==> src/rtl/reorder_buffer_pkg.sv <==
// Shared types for the reorder buffer: per-entry record and datapath widths.
package reorder_buffer_pkg;

  localparam int unsigned ROB_XLEN = 32;
  localparam int unsigned REG_W    = 5;

  // One ROB slot; value holds the result, or the resolved next PC for branches.
  typedef struct packed {
    logic                busy;
    logic                ready;
    logic                is_branch;
    logic                mispredicted;
    logic                writes_reg;
    logic [REG_W-1:0]    dest_reg;
    logic [ROB_XLEN-1:0] value;
  } rob_entry;

endpackage

==> src/rtl/reorder_buffer_if.sv <==
// Dispatch / CDB / lookup / commit bundle of the reorder buffer.
// master: dispatch + CDB + operand lookup side; slave: the reorder buffer.
interface reorder_buffer_if #(
  parameter int unsigned XLEN      = 32,
  parameter int unsigned TAG_WIDTH = 3
);
  // dispatch
  logic                 alloc_en;
  logic [4:0]           alloc_dest_reg;
  logic                 alloc_writes_reg;
  logic                 alloc_is_branch;
  logic [TAG_WIDTH-1:0] alloc_tag;
  logic                 full;
  logic                 empty;
  // common data bus
  logic                 cdb_valid;
  logic [TAG_WIDTH-1:0] cdb_rob_tag;
  logic [XLEN-1:0]      cdb_data;
  logic                 cdb_mispredicted;
  // operand lookup
  logic [TAG_WIDTH-1:0] lookup_tag_1;
  logic [TAG_WIDTH-1:0] lookup_tag_2;
  logic                 lookup_ready_1;
  logic                 lookup_ready_2;
  logic [XLEN-1:0]      lookup_value_1;
  logic [XLEN-1:0]      lookup_value_2;
  // retire
  logic                 commit_valid;
  logic [4:0]           commit_dest_reg;
  logic [XLEN-1:0]      commit_value;
  logic                 commit_writes_reg;
  logic                 flush;
  logic [XLEN-1:0]      redirect_pc;

  modport master (
    output alloc_en, alloc_dest_reg, alloc_writes_reg, alloc_is_branch,
    output cdb_valid, cdb_rob_tag, cdb_data, cdb_mispredicted,
    output lookup_tag_1, lookup_tag_2,
    input  alloc_tag, full, empty,
    input  lookup_ready_1, lookup_ready_2, lookup_value_1, lookup_value_2,
    input  commit_valid, commit_dest_reg, commit_value, commit_writes_reg,
    input  flush, redirect_pc
  );

  modport slave (
    input  alloc_en, alloc_dest_reg, alloc_writes_reg, alloc_is_branch,
    input  cdb_valid, cdb_rob_tag, cdb_data, cdb_mispredicted,
    input  lookup_tag_1, lookup_tag_2,
    output alloc_tag, full, empty,
    output lookup_ready_1, lookup_ready_2, lookup_value_1, lookup_value_2,
    output commit_valid, commit_dest_reg, commit_value, commit_writes_reg,
    output flush, redirect_pc
  );
endinterface

==> src/rtl/reorder_buffer.sv <==
// Circular in-order reorder buffer: allocates tags at dispatch, captures CDB
// results, retires one entry per cycle in program order and flushes on a
// mispredicted branch reaching the head.
// Ports: clk, reset (async, active-high), bus (reorder_buffer_if.slave).
module reorder_buffer
  import reorder_buffer_pkg::*;
#(
  parameter int unsigned XLEN      = ROB_XLEN,
  parameter int unsigned ROB_SIZE  = 8,
  parameter int unsigned TAG_WIDTH = $clog2(ROB_SIZE)
) (
  input logic             clk,
  input logic             reset,
  reorder_buffer_if.slave bus
);

  // Extra MSB on each pointer is the wrap bit distinguishing full from empty.
  localparam int unsigned PTR_W = TAG_WIDTH + 1;

  rob_entry             entries_q [ROB_SIZE];
  rob_entry             entries_d [ROB_SIZE];
  logic [PTR_W-1:0]     head_q, head_d;
  logic [PTR_W-1:0]     tail_q, tail_d;
  logic [TAG_WIDTH-1:0] head_idx, tail_idx;
  logic                 full_c, empty_c, commit_c, flush_c;
  rob_entry             head_e, cdb_e;

  assign head_idx = head_q[TAG_WIDTH-1:0];
  assign tail_idx = tail_q[TAG_WIDTH-1:0];
  assign head_e   = entries_q[head_idx];
  assign cdb_e    = entries_q[bus.cdb_rob_tag];

  assign empty_c  = (head_q == tail_q);
  assign full_c   = (head_idx == tail_idx) && (head_q[TAG_WIDTH] != tail_q[TAG_WIDTH]);
  assign commit_c = head_e.busy && head_e.ready;
  assign flush_c  = commit_c && head_e.mispredicted;

  // Next-state: flush overrides everything; otherwise commit, writeback, allocate.
  always_comb begin
    entries_d = entries_q;
    head_d    = head_q;
    tail_d    = tail_q;
    if (flush_c) begin
      for (int i = 0; i < int'(ROB_SIZE); i++) begin
        entries_d[i].busy         = 1'b0;
        entries_d[i].ready        = 1'b0;
        entries_d[i].mispredicted = 1'b0;
      end
      head_d = '0;
      tail_d = '0;
    end else begin
      if (commit_c) begin
        entries_d[head_idx].busy  = 1'b0;
        entries_d[head_idx].ready = 1'b0;
        head_d = head_q + PTR_W'(1);
      end
      // Late or duplicate broadcasts (entry idle or already ready) are dropped.
      if (bus.cdb_valid && cdb_e.busy && !cdb_e.ready) begin
        entries_d[bus.cdb_rob_tag].ready        = 1'b1;
        entries_d[bus.cdb_rob_tag].value        = ROB_XLEN'(bus.cdb_data);
        entries_d[bus.cdb_rob_tag].mispredicted = bus.cdb_mispredicted && cdb_e.is_branch;
      end
      // Full is evaluated on registered pointers: a slot freed this cycle is
      // only reusable next cycle.
      if (bus.alloc_en && !full_c) begin
        entries_d[tail_idx].busy         = 1'b1;
        entries_d[tail_idx].ready        = 1'b0;
        entries_d[tail_idx].is_branch    = bus.alloc_is_branch;
        entries_d[tail_idx].mispredicted = 1'b0;
        entries_d[tail_idx].writes_reg   = bus.alloc_writes_reg;
        entries_d[tail_idx].dest_reg     = bus.alloc_dest_reg;
        tail_d = tail_q + PTR_W'(1);
      end
    end
  end

  // State registers.
  always_ff @(posedge clk or posedge reset) begin
    if (reset) begin
      for (int i = 0; i < int'(ROB_SIZE); i++) begin
        entries_q[i] <= '0;
      end
      head_q <= '0;
      tail_q <= '0;
    end else begin
      entries_q <= entries_d;
      head_q    <= head_d;
      tail_q    <= tail_d;
    end
  end

  // Outputs are combinational views of registered state.
  assign bus.alloc_tag         = tail_idx;
  assign bus.full              = full_c;
  assign bus.empty             = empty_c;
  assign bus.commit_valid      = commit_c;
  assign bus.commit_dest_reg   = head_e.dest_reg;
  assign bus.commit_value      = XLEN'(head_e.value);
  assign bus.commit_writes_reg = commit_c && head_e.writes_reg;
  assign bus.flush             = flush_c;
  assign bus.redirect_pc       = XLEN'(head_e.value);

  // Operand lookup: no CDB bypass, stored state only.
  assign bus.lookup_ready_1 = entries_q[bus.lookup_tag_1].busy && entries_q[bus.lookup_tag_1].ready;
  assign bus.lookup_ready_2 = entries_q[bus.lookup_tag_2].busy && entries_q[bus.lookup_tag_2].ready;
  assign bus.lookup_value_1 = XLEN'(entries_q[bus.lookup_tag_1].value);
  assign bus.lookup_value_2 = XLEN'(entries_q[bus.lookup_tag_2].value);

endmodule

==> src/flat_wrapper.sv <==
// flat-port wrapper written by rule: the top's interface ports become plain ports
module reorder_buffer_flat import reorder_buffer_pkg::*;
#(
  parameter int unsigned XLEN      = ROB_XLEN,
  parameter int unsigned ROB_SIZE  = 8,
  parameter int unsigned TAG_WIDTH = $clog2(ROB_SIZE)
)
  (clk, reset, bus_alloc_en, bus_alloc_dest_reg, bus_alloc_writes_reg, bus_alloc_is_branch, bus_cdb_valid, bus_cdb_rob_tag, bus_cdb_data, bus_cdb_mispredicted, bus_lookup_tag_1, bus_lookup_tag_2, bus_alloc_tag, bus_full, bus_empty, bus_lookup_ready_1, bus_lookup_ready_2, bus_lookup_value_1, bus_lookup_value_2, bus_commit_valid, bus_commit_dest_reg, bus_commit_value, bus_commit_writes_reg, bus_flush, bus_redirect_pc);
  reorder_buffer_if #(.XLEN(XLEN), .TAG_WIDTH(TAG_WIDTH)) bus_i ();
  input logic clk;
  input logic reset;
  input wire logic [$bits(bus_i.alloc_en)-1:0] bus_alloc_en;
  input wire logic [$bits(bus_i.alloc_dest_reg)-1:0] bus_alloc_dest_reg;
  input wire logic [$bits(bus_i.alloc_writes_reg)-1:0] bus_alloc_writes_reg;
  input wire logic [$bits(bus_i.alloc_is_branch)-1:0] bus_alloc_is_branch;
  input wire logic [$bits(bus_i.cdb_valid)-1:0] bus_cdb_valid;
  input wire logic [$bits(bus_i.cdb_rob_tag)-1:0] bus_cdb_rob_tag;
  input wire logic [$bits(bus_i.cdb_data)-1:0] bus_cdb_data;
  input wire logic [$bits(bus_i.cdb_mispredicted)-1:0] bus_cdb_mispredicted;
  input wire logic [$bits(bus_i.lookup_tag_1)-1:0] bus_lookup_tag_1;
  input wire logic [$bits(bus_i.lookup_tag_2)-1:0] bus_lookup_tag_2;
  output wire logic [$bits(bus_i.alloc_tag)-1:0] bus_alloc_tag;
  output wire logic [$bits(bus_i.full)-1:0] bus_full;
  output wire logic [$bits(bus_i.empty)-1:0] bus_empty;
  output wire logic [$bits(bus_i.lookup_ready_1)-1:0] bus_lookup_ready_1;
  output wire logic [$bits(bus_i.lookup_ready_2)-1:0] bus_lookup_ready_2;
  output wire logic [$bits(bus_i.lookup_value_1)-1:0] bus_lookup_value_1;
  output wire logic [$bits(bus_i.lookup_value_2)-1:0] bus_lookup_value_2;
  output wire logic [$bits(bus_i.commit_valid)-1:0] bus_commit_valid;
  output wire logic [$bits(bus_i.commit_dest_reg)-1:0] bus_commit_dest_reg;
  output wire logic [$bits(bus_i.commit_value)-1:0] bus_commit_value;
  output wire logic [$bits(bus_i.commit_writes_reg)-1:0] bus_commit_writes_reg;
  output wire logic [$bits(bus_i.flush)-1:0] bus_flush;
  output wire logic [$bits(bus_i.redirect_pc)-1:0] bus_redirect_pc;
  assign bus_i.alloc_en = bus_alloc_en;
  assign bus_i.alloc_dest_reg = bus_alloc_dest_reg;
  assign bus_i.alloc_writes_reg = bus_alloc_writes_reg;
  assign bus_i.alloc_is_branch = bus_alloc_is_branch;
  assign bus_i.cdb_valid = bus_cdb_valid;
  assign bus_i.cdb_rob_tag = bus_cdb_rob_tag;
  assign bus_i.cdb_data = bus_cdb_data;
  assign bus_i.cdb_mispredicted = bus_cdb_mispredicted;
  assign bus_i.lookup_tag_1 = bus_lookup_tag_1;
  assign bus_i.lookup_tag_2 = bus_lookup_tag_2;
  assign bus_alloc_tag = bus_i.alloc_tag;
  assign bus_full = bus_i.full;
  assign bus_empty = bus_i.empty;
  assign bus_lookup_ready_1 = bus_i.lookup_ready_1;
  assign bus_lookup_ready_2 = bus_i.lookup_ready_2;
  assign bus_lookup_value_1 = bus_i.lookup_value_1;
  assign bus_lookup_value_2 = bus_i.lookup_value_2;
  assign bus_commit_valid = bus_i.commit_valid;
  assign bus_commit_dest_reg = bus_i.commit_dest_reg;
  assign bus_commit_value = bus_i.commit_value;
  assign bus_commit_writes_reg = bus_i.commit_writes_reg;
  assign bus_flush = bus_i.flush;
  assign bus_redirect_pc = bus_i.redirect_pc;
  reorder_buffer #(.XLEN(XLEN), .ROB_SIZE(ROB_SIZE), .TAG_WIDTH(TAG_WIDTH)) u_core (.clk(clk), .reset(reset), .bus(bus_i));
endmodule
==> config.mk <==
export PLATFORM = sky130hd
export DESIGN_NAME = reorder_buffer_flat
export DESIGN_NICKNAME = d
export VERILOG_FILES = /design/src/rtl/reorder_buffer_pkg.sv /design/src/rtl/reorder_buffer_if.sv /design/src/rtl/reorder_buffer.sv /design/src/flat_wrapper.sv
export SDC_FILE = /design/constraint.sdc
export NUM_CORES = 1
export LEC_CHECK = 0
export CORE_MARGIN = 2
export CORE_UTILIZATION = 55
export DETAILED_ROUTE_END_ITERATION = 7
export PLACE_DENSITY = 0.77
export SETUP_SLACK_MARGIN = 0.5
export SYNTH_ARGS = -nofsm -noshare
export SYNTH_HDL_FRONTEND = slang
export SYNTH_SLANG_ARGS = --single-unit
==> constraint.sdc <==
create_clock -name clk -period 21.6 [get_ports clk]
set_input_delay 5.4 -clock clk [delete_from_list [all_inputs] [get_ports clk]]
set_output_delay 5.4 -clock clk [all_outputs]
set_load 0.01 [all_outputs]
==> out/summary.json, run 1 <==
{
  "via_count_of_the_first_global_routing_pass": 14900,
  "floorplan.die.width_um": 195,
  "post-place-cells": 2019,
  "synth_mux_area_frac": 0.408,
  "antenna_cells": 0,
  "final-hold-violation-count": 0,
  "syn_nets": 1530,
  "layout_worst_path_cycle_share": 0.620,
  "fp.dieArea_mm2": 0.0381,
  "initial_core_util": 0.554,
  "synth_enable_flop_cells": 0,
  "post-cts-setup-buffers": 0,
  "setup_viol": 0,
  "final_period_minus_worst_setup_slack_ns": 13.39,
  "worst_slew_margin_rel": 0.270,
  "clockBufferDepth": 3,
  "timing.setup.tns_ns": 0,
  "post-dp-hpwl_um": 36400,
  "synth_seq_cells": 344,
  "synth-compound-area-share": 0.0745,
  "vdd_drop_max_mv": 0.111,
  "insertion_delay_of_the_later_clocked_pin_in_the_worst_skew_pair_ns": 0.55,
  "drt-vias-per-instance": 6.98,
  "final_nets": 1646,
  "tritoncts": "built",
  "fillCellCount": 2660,
  "max_clock_skew_ns": 0.0225,
  "outcome": "completed",
  "async_flop_share": 1.00,
  "post_drt_wl_per_cell_um": 28.6,
  "wire_length_of_the_first_global_routing_pass_um": 90900,
  "clock_sink_count": 344,
  "clock.fmax_ghz": 0.0747,
  "count_of_synthesis_stage_warnings_from_yosys": 0,
  "cp_data_arrival_time_ns": 7.99,
  "gr_usage_total": 0.315,
  "hold_class": "reg -> reg",
  "tightestPinTransition_ns": 1.09,
  "clock-root-buffer": "sky130_fd_sc_hd__clkbuf_16",
  "worst_setup_path_end_kind": "output pin",
  "route.antenna.remaining_nets": 0,
  "die_h_um": 195,
  "clk_pin_slew_worst_paths_ns": 0.05,
  "cp_max_fo": 39,
  "row_count": 70,
  "global_route.overflow_total": 0,
  "syn-instance-count": 1475,
  "synth-xor-area-share": 0.00305,
  "power.density_cell_area_mw_per_mm2": 160,
  "drc_errors": 0,
  "static-leakage-power_nw": 9.36,
  "maximum_number_of_pins_on_one_net_before_global_route_repair": 135,
  "via_count": 14600,
  "drt_iter0_markers": 1550,
  "worst-endpoint-required_ns": 16.20,
  "yosys.cell_types.count": 61,
  "cts_htree_levels": 2,
  "largest_family_of_logic_cells_by_synthesized_area": "multiplexers",
  "port-buffer-count": 195,
  "synth_top_flop_cell": "sky130_fd_sc_hd__dfrtp_1",
  "synthToLayoutAreaGrowth_pct": 16.0,
  "seq_area_frac_synth": 0.428,
  "top_level_ports": 196,
  "total_of_max_cap_violations": 0,
  "drtPass1Iterations": 6,
  "grt_antenna_before_repair": 0,
  "timing_worst_setup_path_type": "in -> out",
  "cts_buffers": 38,
  "post_synth_fa_ha_maj_area_fraction": 0.00124,
  "holdBufCountCts": 0,
  "gp_congestion": 0.865,
  "post_cts.resized_instances": 0,
  "mappedNetlistArea_mm2": 0.0201,
  "core-area_mm2": 0.0363,
  "postRouteWirelength_um": 59700,
  "setup_repair_after_global_routing_missed_its_margin": "false",
  "drive_gt1_frac": 0.409,
  "synth_area_per_cell_um2": 13.6,
  "final-instance-count-excl-fill": 2086,
  "crit_path_start_kind": "primary input",
  "number_of_max_slew_violations_in_the_final_report": 0,
  "yosys.area_share.simple": 0.0423
}
cells by family (layout without fill, tap and decap cells):
group,Yosys count,after routing
compound gates,203,203
fa+ha+maj,2,2
xor+xnor,7,7
simple gates,169,169
mux,589,589
buf+inv,161,304
flops,344,344
registers in the layout (all words and copies together), names as in the netlist:
register,flops
u_core.tail_q,4
u_core.entries_q,336
u_core.head_q,4
final cells by class:
class	count	area (um^2)	area share
Multi-Input combinational cell	970	10700	0.458
Sequential cell	344	8620	0.369
Timing Repair Buffer	227	2170	0.0930
Clock buffer	58	1130	0.0484
Tap cell	468	586	0.0251
Clock inverter	9	97.6	0.00418
Inverter	10	45.0	0.00193
worst max-delay path, cell delays in order:
cell and delay, ns:
sky130_fd_sc_hd__buf_4 0.43, sky130_fd_sc_hd__buf_4 0.67, sky130_fd_sc_hd__mux4_2 0.60, sky130_fd_sc_hd__mux2_2 0.31, sky130_fd_sc_hd__clkdlybuf4s50_1 0.49
stage by stage:
stage | area (um^2) | worst slack, ns | hold slack, ns | power (mW) | utilization
after floorplan | 20100 | 6.66 | 0.470 | 2.36 | -
after global placement | 22100 | 8.26 | 0.481 | 3.00 | 0.609
after detailed placement | 22100 | 8.22 | 0.486 | 3.06 | 0.609
after CTS | 23400 | 8.21 | 0.498 | 3.73 | 0.643
after global routing | 23400 | 8.09 | 0.510 | 3.91 | 0.643
final | 23400 | 8.21 | 0.499 | 3.74 | 0.643
placed cells by master, fill, tap and decap left out, types with 4 or more instances in the layout:
master / netlist / final
sky130_fd_sc_hd__o21ai_4: 7 / 10
sky130_fd_sc_hd__mux2_2: 393 / 393
sky130_fd_sc_hd__o21ai_0: 37 / 37
sky130_fd_sc_hd__nand3_1: 12 / 12
sky130_fd_sc_hd__a221o_1: 6 / 6
sky130_fd_sc_hd__a21oi_1: 35 / 35
sky130_fd_sc_hd__a211oi_1: 8 / 8
sky130_fd_sc_hd__nor2_1: 41 / 39
sky130_fd_sc_hd__a22o_1: 4 / 4
sky130_fd_sc_hd__dfrtp_1: 344 / 341
sky130_fd_sc_hd__clkinv_2: 0 / 6
sky130_fd_sc_hd__nand2b_1: 8 / 8
sky130_fd_sc_hd__a31oi_1: 6 / 6
sky130_fd_sc_hd__buf_4: 41 / 36
sky130_fd_sc_hd__nand2_1: 52 / 52
sky130_fd_sc_hd__a22oi_1: 25 / 25
sky130_fd_sc_hd__nor3_1: 12 / 11
sky130_fd_sc_hd__o22ai_1: 6 / 6
sky130_fd_sc_hd__and3_1: 5 / 5
sky130_fd_sc_hd__a222oi_1: 4 / 4
sky130_fd_sc_hd__nor2b_1: 7 / 5
sky130_fd_sc_hd__clkdlybuf4s50_1: 0 / 189
sky130_fd_sc_hd__o221ai_1: 4 / 4
sky130_fd_sc_hd__inv_1: 8 / 7
sky130_fd_sc_hd__and2_1: 9 / 9
sky130_fd_sc_hd__a221oi_1: 40 / 40
sky130_fd_sc_hd__clkbuf_1: 55 / 13
sky130_fd_sc_hd__clkbuf_8: 0 / 4
sky130_fd_sc_hd__mux4_2: 143 / 143
sky130_fd_sc_hd__xor2_1: 4 / 4
sky130_fd_sc_hd__nor4b_2: 3 / 4
sky130_fd_sc_hd__mux2_1: 23 / 23
sky130_fd_sc_hd__clkbuf_16: 0 / 41
sky130_fd_sc_hd__mux2i_1: 29 / 29
layer usage:
metal,vias up,GRT usage,part of all wire
li1,5947,-,-
met1,7664,0.423,0.39
met2,798,0.511,0.48
met3,149,0.0627,0.090
met4,0,0.119,0.036
met5,-,0,0
cell usage after synthesis (4+ instances only):
master                     number  area share
sky130_fd_sc_hd__a211oi_1       8      0.0030
sky130_fd_sc_hd__a21oi_1       35      0.0087
sky130_fd_sc_hd__a21oi_2        4      0.0017
sky130_fd_sc_hd__a221o_1        6      0.0030
sky130_fd_sc_hd__a221oi_1      40       0.017
sky130_fd_sc_hd__a222oi_1       4      0.0020
sky130_fd_sc_hd__a22o_1         4      0.0017
sky130_fd_sc_hd__a22oi_1       25      0.0093
sky130_fd_sc_hd__a31oi_1        6      0.0019
sky130_fd_sc_hd__and2_1         9      0.0028
sky130_fd_sc_hd__and3_1         5      0.0016
sky130_fd_sc_hd__buf_1         14      0.0026
sky130_fd_sc_hd__buf_2         31      0.0077
sky130_fd_sc_hd__buf_4         41       0.015
sky130_fd_sc_hd__buf_6         10      0.0056
sky130_fd_sc_hd__clkbuf_1      55       0.010
sky130_fd_sc_hd__dfrtp_1      344        0.43
sky130_fd_sc_hd__inv_1          8      0.0015
sky130_fd_sc_hd__mux2_1        23       0.013
sky130_fd_sc_hd__mux2_2       393        0.22
sky130_fd_sc_hd__mux2i_1       29       0.014
sky130_fd_sc_hd__mux4_2       143        0.16
sky130_fd_sc_hd__nand2_1       52      0.0097
sky130_fd_sc_hd__nand2b_1       8      0.0025
sky130_fd_sc_hd__nand3_1       12      0.0030
sky130_fd_sc_hd__nor2_1        41      0.0076
sky130_fd_sc_hd__nor2b_1        7      0.0022
sky130_fd_sc_hd__nor3_1        12      0.0030
sky130_fd_sc_hd__o21ai_0       37      0.0092
sky130_fd_sc_hd__o21ai_4        7      0.0057
sky130_fd_sc_hd__o221ai_1       4      0.0017
sky130_fd_sc_hd__o22ai_1        6      0.0019
sky130_fd_sc_hd__xor2_1         4      0.0017
where the power goes:
group | total (mW) | switching [mW] | internal [mW]
logic | 1.79 | 0.760 | 1.03
clock network | 0.653 | 0.269 | 0.384
registers | 1.30 | 0.337 | 0.961
total | 3.74 | 1.37 | 2.38
path summary, 6_finish.rpt:
path	from	endpoint	slack [ns]	cells past startpoint
max in group asynchronous	reset	u_core.entries_q[49]	14.57	3
setup / recovery	bus_lookup_tag_1[1]	bus_lookup_value_1[27]	8.21	5
hold / removal	u_core.entries_q[37]	u_core.entries_q[37]	0.50	1
hold reg to reg	u_core.entries_q[37]	u_core.entries_q[37]	0.50	1
setup reg to reg	u_core.head_q[0]	u_core.entries_q[151]	16.78	8
min in group asynchronous	reset	u_core.entries_q[170]	5.39	2
(Power assumes the default switching activity.)
==> inputs of run 2 (changes only) <==
--- a/config.mk
+++ b/config.mk
@@ -6,9 +6,9 @@
 export NUM_CORES = 1
 export LEC_CHECK = 0
 export CORE_MARGIN = 2
-export CORE_UTILIZATION = 55
+export CORE_UTILIZATION = 53
 export DETAILED_ROUTE_END_ITERATION = 7
-export PLACE_DENSITY = 0.77
+export PLACE_DENSITY = 0.78
 export SETUP_SLACK_MARGIN = 0.5
 export SYNTH_ARGS = -nofsm -noshare
 export SYNTH_HDL_FRONTEND = slang
==> constraint.sdc (replaced) <==
create_clock -name clk -period 11.79 [get_ports clk]
set_input_delay 2.9475 -clock clk [delete_from_list [all_inputs] [get_ports clk]]
set_output_delay 2.9475 -clock clk [all_outputs]
set_load 0.01 [all_outputs]
==> run 2 against run 1 <==
  * Clock skew down 0.011 ns
  * Highest routed layer is now met5
  * Clock-buffer cell count down 12
  * Critical path type unchanged
  * Hold slack better by 0.0048 ns
  * Critical endpoint is now bus_lookup_value_1[19]
==> out/summary.json, run 2 (synthesis results as in run 1) <==
{
  "outcome": "completed",
  "top_layer_used": "met5",
  "power.switching_mw": 2.53,
  "cp_max_fo": 36,
  "cts_htree_levels": 2,
  "fillCellCount": 2826,
  "final_period_minus_worst_setup_slack_ns": 8.50,
  "clock_sink_count": 344,
  "cellInternalPower_mw": 4.52,
  "power.density_cell_area_mw_per_mm2": 298,
  "insertion_delay_of_the_later_clocked_pin_in_the_worst_skew_pair_ns": 0.53,
  "hold_class": "reg -> reg",
  "gp_congestion": 0.877,
  "drtPass1Iterations": 6,
  "cp_data_arrival_time_ns": 5.55,
  "drt-vias-per-instance": 6.82,
  "holdBufCountCts": 0,
  "power.share.combinational": 0.470,
  "floorplan.die.width_um": 199,
  "worst-endpoint-required_ns": 8.84,
  "via_count": 14500,
  "timing.rr.end": "u_core.entries_q[193]",
  "route.antenna.remaining_nets": 0,
  "most_frequent_standard_cell_in_the_layout_excluding_fill_and_tap_cells": "sky130_fd_sc_hd__mux2_2",
  "clockBufferDepth": 3,
  "met2_wirelength_um": 28700,
  "layout.cells.most_common_list": "sky130_fd_sc_hd__mux2_2 (393), sky130_fd_sc_hd__dfrtp_1 (341), sky130_fd_sc_hd__clkdlybuf4s50_1 (189), sky130_fd_sc_hd__mux4_2 (143), sky130_fd_sc_hd__nand2_1 (52)",
  "drc_errors": 0,
  "timing.critical_path.to": "bus_lookup_value_1[19]",
  "crit_top_cell": "sky130_fd_sc_hd__buf_4",
  "clk_pin_slew_worst_paths_ns": 0.07,
  "reg.largest.list": "u_core.entries_q (336), u_core.head_q (4), u_core.tail_q (4)",
  "cp_slowest_cell": "sky130_fd_sc_hd__buf_4",
  "fp.dieArea_mm2": 0.0396,
  "r2r_setup_slack_ns": 6.98,
  "maximum_number_of_pins_on_one_net_before_global_route_repair": 182,
  "worst_setup_path_end_kind": "output pin",
  "detailroute.wirelength.met3_um": 6140,
  "post_cts.resized_instances": 0,
  "clock-root-buffer": "sky130_fd_sc_hd__clkbuf_16",
  "port-buffer-count": 195,
  "vdd_drop_max_mv": 0.213,
  "relative_contribution_of_sequential_cells_to_total_power": 0.336,
  "clock.fmax_ghz": 0.118,
  "placedInstanceArea_mm2": 0.0222,
  "wire_length_of_the_first_global_routing_pass_um": 92400,
  "static-leakage-power_nw": 9.47,
  "die_h_um": 199,
  "gr_usage_total": 0.313,
  "reg2regPathDepth": 7,
  "final-seq-area_mm2": 0.00862,
  "drive_gt1_frac": 0.416,
  "finalInstanceArea_mm2": 0.0236,
  "final-instance-count-excl-fill": 2133,
  "timing.setup.tns_ns": 0,
  "post-place-cells": 2065,
  "post-dp-hpwl_um": 36700,
  "number_of_max_slew_violations_in_the_final_report": 0,
  "design_power_total_mw": 7.05,
  "timing_worst_setup_path_type": "in -> out",
  "initial_core_util": 0.536,
  "regMostFlops": "u_core.entries_q",
  "final_nets": 1649,
  "multi_input_area_mm2": 0.0107,
  "layout_worst_path_cycle_share": 0.721,
  "worstReg2RegStart": "u_core.head_q[1]",
  "final-hold-violation-count": 0,
  "cp_num_cells": 5,
  "antenna_cells": 0,
  "final_critical_path_setup_slack_ns": 3.29,
  "final.hold.worst_slack_ns": 0.504,
  "path_buf_inv": 3,
  "clock_power_share": 0.194,
  "top_level_ports": 196,
  "core-area_mm2": 0.0376,
  "drt_iter0_markers": 1773,
  "cpLargestDelayFamily": "buffers and inverters",
  "postRouteWirelength_um": 60500,
  "crit_path_max_incr_delay_ns": 0.68,
  "crit_path_start_kind": "primary input",
  "setup_repair_after_global_routing_missed_its_margin": "false",
  "final_util": 0.629,
  "cell_breakdown_of_the_critical_path": "buf_4 -> buf_4 -> mux4_2 -> mux2_2 -> clkdlybuf4s50_1",
  "post_drt_wl_per_cell_um": 28.3,
  "via_count_of_the_first_global_routing_pass": 15100,
  "tritoncts": "built",
  "sw_frac_of_total": 0.359,
  "global_route.overflow_total": 0,
  "max_reg_flops": 336,
  "tightestPinTransition_ns": 1.18,
  "worst_slew_margin_rel": 0.205,
  "max_clock_skew_ns": 0.0116,
  "cts_buffers": 38,
  "grt_antenna_before_repair": 3,
  "crit_path_start": "bus_lookup_tag_1[1]",
  "total_of_max_cap_violations": 0,
  "post-cts-setup-buffers": 0,
  "route.layer.met1.wl_um": 23300,
  "synthToLayoutAreaGrowth_pct": 17.5,
  "setup_viol": 0,
  "row_count": 71,
  "dp_slack_ns": 3.31
}
run 2: changes by cell type in the layout (fill, tap and decap cells not counted), sizes merged:
cell | before | now
clkbuf | 58 | 46
bufinv | 2 | 11
clkinv | 6 | 8
buf | 38 | 41
clkinvlp | 1 | 3
run 2: power by group through the flow:
stage                     logic [mW]  clock network, mW  registers (mW)
after CTS                       3.31               1.38            2.33
after detailed placement        3.28                  0            2.35
after floorplan                 2.23                  0            2.10
after global placement          3.21                  0            2.30
after global routing            3.53               1.43            2.44
final                           3.32               1.37            2.37
run 2: metal layers:
metal	vias to the layer above	track usage
li1	5941	-
met1	7554	0.417
met2	864	0.498
met3	176	0.0765
met4	6	0.119
met5	-	0
run 2: worst reg2reg max path, stage by stage, from the launching register on:
cell,delay (ns)
sky130_fd_sc_hd__dfrtp_4,0.97
sky130_fd_sc_hd__buf_4,0.75
sky130_fd_sc_hd__nor2_1,0.13
sky130_fd_sc_hd__a32oi_1,0.26
sky130_fd_sc_hd__nand4_2,0.71
sky130_fd_sc_hd__o21ai_4,0.93
sky130_fd_sc_hd__buf_4,0.53
sky130_fd_sc_hd__mux2_2,0.41
run 2: worst min-delay path by stage:
stage / cells after the start / startpoint / slack (ns) / end
6_report: 1 / u_core.entries_q[36] / 0.50 / u_core.entries_q[36]
5_1_grt: 1 / u_core.entries_q[32] / 0.52 / u_core.entries_q[32]
4_1_cts: 1 / u_core.entries_q[207] / 0.50 / u_core.entries_q[207]
3_5_place_dp: 1 / u_core.entries_q[36] / 0.49 / u_core.entries_q[36]
3_3_place_gp: 1 / u_core.entries_q[37] / 0.48 / u_core.entries_q[37]
2_1_floorplan: 1 / u_core.entries_q[37] / 0.47 / u_core.entries_q[37]
run 2: layout make-up:
cell class,instances,share of cell area
sequential,344,0.364
clock inverter,22,0.0170
inverter,10,0.00175
clock buffer,46,0.0437
timing repair buffer,230,0.0934
tap,511,0.0270
multi-input combinational,970,0.453
==> inputs of run 3 (changes only) <==
==> constraint.sdc (replaced) <==
create_clock -name clk -period 7.4 [get_ports clk]
set_input_delay 1.85 -clock clk [delete_from_list [all_inputs] [get_ports clk]]
set_output_delay 1.85 -clock clk [all_outputs]
set_load 0.01 [all_outputs]
==> run 3 against run 2 <==
  * Cell count is 0.19% higher
  * Clock power is 47% higher
  * Sequential power is 60% higher
  * Utilization is 0.077 points lower
  * Register-to-register slack worse by 4.0 ns
  * Combinational power is 58% higher
==> out/summary.json, run 3 (synthesis results as in run 1) <==
{
  "hold_depth": 1,
  "insertion_delay_of_the_later_clocked_pin_in_the_worst_skew_pair_ns": 0.53,
  "gr_usage_total": 0.305,
  "row_count": 71,
  "holdBufCountCts": 0,
  "worstReg2RegStart": "u_core.head_q[2]",
  "hold_class": "reg -> reg",
  "antenna_cells": 0,
  "worstHoldEndpoint": "u_core.entries_q[37]",
  "fillCellCount": 2820,
  "grt_antenna_before_repair": 1,
  "vdd_drop_max_mv": 0.322,
  "cp_data_arrival_time_ns": 4.12,
  "worst_setup_path_end_kind": "output pin",
  "clock-root-buffer": "sky130_fd_sc_hd__clkbuf_16",
  "maximum_number_of_pins_on_one_net_before_global_route_repair": 172,
  "cell_breakdown_of_the_critical_path": "buf_4 -> mux4_2 -> mux2_4 -> inv_2 -> and3_1 -> clkdlybuf4s50_1",
  "tritoncts": "built",
  "fp.dieArea_mm2": 0.0396,
  "reg.largest.list": "u_core.entries_q (336), u_core.head_q (4), u_core.tail_q (4)",
  "final-instance-count-excl-fill": 2137,
  "worst_slew_margin_rel": 0.209,
  "drt_iter0_markers": 1682,
  "cts_buffers": 39,
  "clk_pin_slew_worst_paths_ns": 0.06,
  "cp_slowest_cell": "sky130_fd_sc_hd__dfrtp_4",
  "top_level_ports": 196,
  "port-buffer-count": 195,
  "static-leakage-power_nw": 9.46,
  "final-hold-violation-count": 0,
  "final_nets": 1652,
  "timing.rr.end": "u_core.entries_q[323]",
  "worst-endpoint-required_ns": 5.55,
  "clock_sink_count": 344,
  "setup_viol": 0,
  "setup_repair_after_global_routing_missed_its_margin": "false",
  "post-cts-setup-buffers": 0,
  "post-place-cells": 2067,
  "die_h_um": 199,
  "min-delay-start": "u_core.entries_q[37]",
  "reg2regPathDepth": 7,
  "power.density_cell_area_mw_per_mm2": 467,
  "path_buf_inv": 3,
  "post-dp-hpwl_um": 37400,
  "final.hold.worst_slack_ns": 0.498,
  "floorplan.die.width_um": 199,
  "crit_path_max_incr_delay_ns": 0.84,
  "clockBufferDepth": 3,
  "drive_gt1_frac": 0.413,
  "global_route.overflow_total": 0,
  "post_drt_wl_per_cell_um": 27.6,
  "layout.cells.most_common_list": "sky130_fd_sc_hd__mux2_2 (393), sky130_fd_sc_hd__dfrtp_1 (341), sky130_fd_sc_hd__clkdlybuf4s50_1 (189), sky130_fd_sc_hd__mux4_2 (143), sky130_fd_sc_hd__nand2_1 (52)",
  "gp_congestion": 0.882,
  "cp_max_fo": 39,
  "drt-vias-per-instance": 6.77,
  "most_frequent_standard_cell_in_the_layout_excluding_fill_and_tap_cells": "sky130_fd_sc_hd__mux2_2",
  "final_util": 0.628,
  "route.antenna.remaining_nets": 0,
  "cpLargestDelayFamily": "buffers and inverters",
  "wire_length_of_the_first_global_routing_pass_um": 90100,
  "total_of_max_cap_violations": 0,
  "clock.fmax_ghz": 0.168,
  "r2r_setup_slack_ns": 2.97,
  "number_of_max_slew_violations_in_the_final_report": 0,
  "drc_errors": 0,
  "tightestPinTransition_ns": 1.18,
  "synthToLayoutAreaGrowth_pct": 17.3,
  "via_count": 14500,
  "max_reg_flops": 336,
  "layout_worst_path_cycle_share": 0.807,
  "postRouteWirelength_um": 59100,
  "core-area_mm2": 0.0376,
  "outcome": "completed",
  "timing_worst_setup_path_type": "reg -> out",
  "drtPass1Iterations": 5,
  "initial_core_util": 0.536,
  "cts_htree_levels": 2,
  "max_clock_skew_ns": 0.0121,
  "crit_path_start_kind": "flop",
  "timing.setup.tns_ns": 0,
  "post_cts.resized_instances": 0,
  "via_count_of_the_first_global_routing_pass": 14800,
  "regMostFlops": "u_core.entries_q",
  "design_power_total_mw": 11.0,
  "final_period_minus_worst_setup_slack_ns": 5.97
}
-- run 3: cell count changes in the layout (fill, tap and decap cells not counted), sizes merged --
cell / previous run / this run
buf: 41 / 43
bufinv: 11 / 3
clkinv: 8 / 3
inv: 10 / 9
clkbuf: 46 / 64
clkinvlp: 3 / 1
-- run 3: worst max-delay path by stage --
stage / from / slack, ns / to / cells after the start
after global routing: u_core.head_q[0] / 1.34 / bus_commit_writes_reg / 6
final: u_core.head_q[0] / 1.43 / bus_commit_writes_reg / 6
after CTS: u_core.head_q[0] / 1.44 / bus_commit_writes_reg / 6
after global placement: bus_lookup_tag_2[1] / 1.51 / bus_lookup_value_2[18] / 5
after floorplan: reset / 0.95 / u_core.entries_q[0] / 1
after detailed placement: bus_lookup_tag_2[1] / 1.50 / bus_lookup_value_2[18] / 5
-- run 3: layout make-up --
type	instances	area, um^2	share of cell area
multi-input combinational	970	10700	0.453
sequential	344	8620	0.365
clock inverter	6	105	0.00445
clock buffer	64	1230	0.0522
tap	511	639	0.0271
timing repair buffer	232	2270	0.0962
inverter	10	41.3	0.00175
-- run 3: report_power, final --
part	internal, mW	switching, mW	total [mW]
clock network	1.24	0.775	2.01
registers	2.81	0.980	3.79
logic	3.02	2.20	5.23
total	7.07	3.96	11.0
-- run 3: metrics by stage --
step	instance area, um^2	setup WS, ns
floorplan	20100	0.948
global placement	22300	1.51
detailed placement	22300	1.50
CTS	23600	1.44
global route	23600	1.34
finish	23600	1.43
-- run 3: layer usage --
layer / share of wire / track usage / vias to the layer above
li1: - / - / 5948
met1: 0.39 / 0.411 / 7557
met2: 0.49 / 0.492 / 825
met3: 0.093 / 0.0665 / 145
met4: 0.032 / 0.101 / 2
met5: 0.00022 / 0 / -
==> RTL change: new RTL, settings of run 2 <==
`ROB_SIZE` is set to 8 in 2 places; all go to 4.
--- a/src/rtl/reorder_buffer.sv
+++ b/src/rtl/reorder_buffer.sv
@@ -8,3 +8,3 @@
   parameter int unsigned XLEN      = ROB_XLEN,
-  parameter int unsigned ROB_SIZE  = 8,
+  parameter int unsigned ROB_SIZE  = 4,
   parameter int unsigned TAG_WIDTH = $clog2(ROB_SIZE)
--- a/src/flat_wrapper.sv
+++ b/src/flat_wrapper.sv
@@ -4,3 +4,3 @@
   parameter int unsigned XLEN      = ROB_XLEN,
-  parameter int unsigned ROB_SIZE  = 8,
+  parameter int unsigned ROB_SIZE  = 4,
   parameter int unsigned TAG_WIDTH = $clog2(ROB_SIZE)
Ports: changed (resized bus_alloc_tag, bus_cdb_rob_tag, bus_lookup_tag_1 and bus_lookup_tag_2); port bits go from 196 to 192. No check against the original RTL was run, so the function may have changed too.
==> RTL change against run 2 <==
- total power shrank 46%
- utilization up 4.3 points
- count of clock-buffer cells in the layout fell by 23
- sequential cell count shrank 170
- first-iteration DRC count decreased by 84%
- clock power is 59% lower
- cell area down 49%
- wire length decreased by 61%
- clock skew is 0.0026 ns lower
- cell count shrank 53%
- synthesized cell count shrank 58%
- setup slack improved by 0.79 ns
- worst hold slack got worse by 0.0031 ns
- area after synthesis fell by 51%
- highest routed layer is now met4
==> RTL change: results (changes against run 2) <==
* Status: complete, no violations
* DRT iter0 DRCs at 284 (-84%)
* Synth cell types at 36 (-41%)
* Sw frac at 34.1% (-1.8 points)
* Clock network power share at 14.6% (-4.8 points)
* Post-route insts no fill at 1,010 (-53%)
* First-pass GRT wire length at 37,200 µm (-60%)
* GPL Wtd Cong at 0.791 (-9.9%)
* Leakage power at 4.78 nW (-50%)
* Met2 Use GR at 41.5% (-8.3 points)
* WP data arrival at 4.76 ns (-0.79 ns)
* Clock-cell share at 4.86% (-1.2 points)
* Setup Skew at 0.00897 ns (-0.00263 ns)
* Clock buffers at 23 (-50%)
* Syn Nets at 683 (-55%)
* Synthesized area per cell at 15.7 µm² (+15%)
* Flop pwr share at 31.6% (-2.0 points)
* CTS sink count at 174 (-49%)
* Register area share after synthesis at 44.5% (+1.7 points)
* Total GRT Usage at 24.8% (-6.5 points)
* WL final at 23,300 µm (-61%)
* Global Route met1 Usage at 32.9% (-8.8 points)
* Area of the multi-input gates at 0.00488 mm² (-54%)
* Post-Syn Area at 0.00979 mm² (-51%)
* Post-synthesis compound-gate area fraction at 2.91% (-4.5 points)
* Post-synth top cells: dfrtp_1 (174), mux2_2 (149), mux4_2 (107)
* Synth Area in Adders at 1.02% (+0.90 points)
* Port Buffers at 191 (-2.1%)
* Vias in the first global route at 6,577 (-56%)
* Setup WS pre-CTS at 4.04 ns (+0.732 ns)
* Worst Max-Slew Pin Slew at 1.07 ns (-0.108 ns)
* Via count at 6,270 (-57%)
* Post-synthesis mux area share at 43.4% (+2.6 points)
* First drt pass iteration count at 4 (-2)
* Layout area overhead at 23.7%
* Placed Cells at 978 (-53%)
* Plain + repair buffers at 199 (-13%)
## RTL change: path summary, 6_finish.rpt
path                       depth (start not counted)  slack, ns                        startpoint                               end
max                                                4       4.08               bus_lookup_tag_2[0]            bus_lookup_value_2[31]
max reg2reg                                        6       8.23      u_core.head_q[0]$_DFFE_PP0P_  u_core.entries_q[53]$_DFFE_PP0P_
min reg2reg                                        1       0.50  u_core.entries_q[75]$_DFFE_PP0P_  u_core.entries_q[75]$_DFFE_PP0P_
min in group asynchronous                          2       3.08                             reset   u_core.entries_q[7]$_DFFE_PP0P_
min                                                1       0.50  u_core.entries_q[75]$_DFFE_PP0P_  u_core.entries_q[75]$_DFFE_PP0P_
max in group asynchronous                          3       7.15                             reset   u_core.entries_q[6]$_DFFE_PP0P_
## RTL change: worst register-to-register path: stages (launching register included)
cell	delay, ns
dfrtp_4	1.10
inv_2	0.17
mux4_2	0.64
inv_4	0.16
a21oi_4	0.54
buf_4	0.44
mux2_2	0.39
## RTL change: kinds of logic after synthesis
kind of cell | count (synthesis)
muxes | 271
DFF | 174
buffers and inverters | 86
and+or+nand+nor | 42
AOI/OAI and AO/OA | 39
adders and majority gates | 8
xor gates and xnor gates | 5
## RTL change: per-stage QoR
| stage | utilization (%) | hold slack [ns] |
|---|---|---|
| 2_1_floorplan | - | 0.470 |
| 3_3_place_gp | 63.9 | 0.482 |
| 3_5_place_dp | 63.9 | 0.489 |
| 4_1_cts | 67.2 | 0.503 |
| 5_1_grt | 67.2 | 0.511 |
| 6_report | 67.2 | 0.501 |
## RTL change: routing by layer
layer,wire (µm),vias to the layer above
met4,335,0
li1,-,2669
met1,9410,3304
met3,1800,27
met2,11800,270
met5,0,-
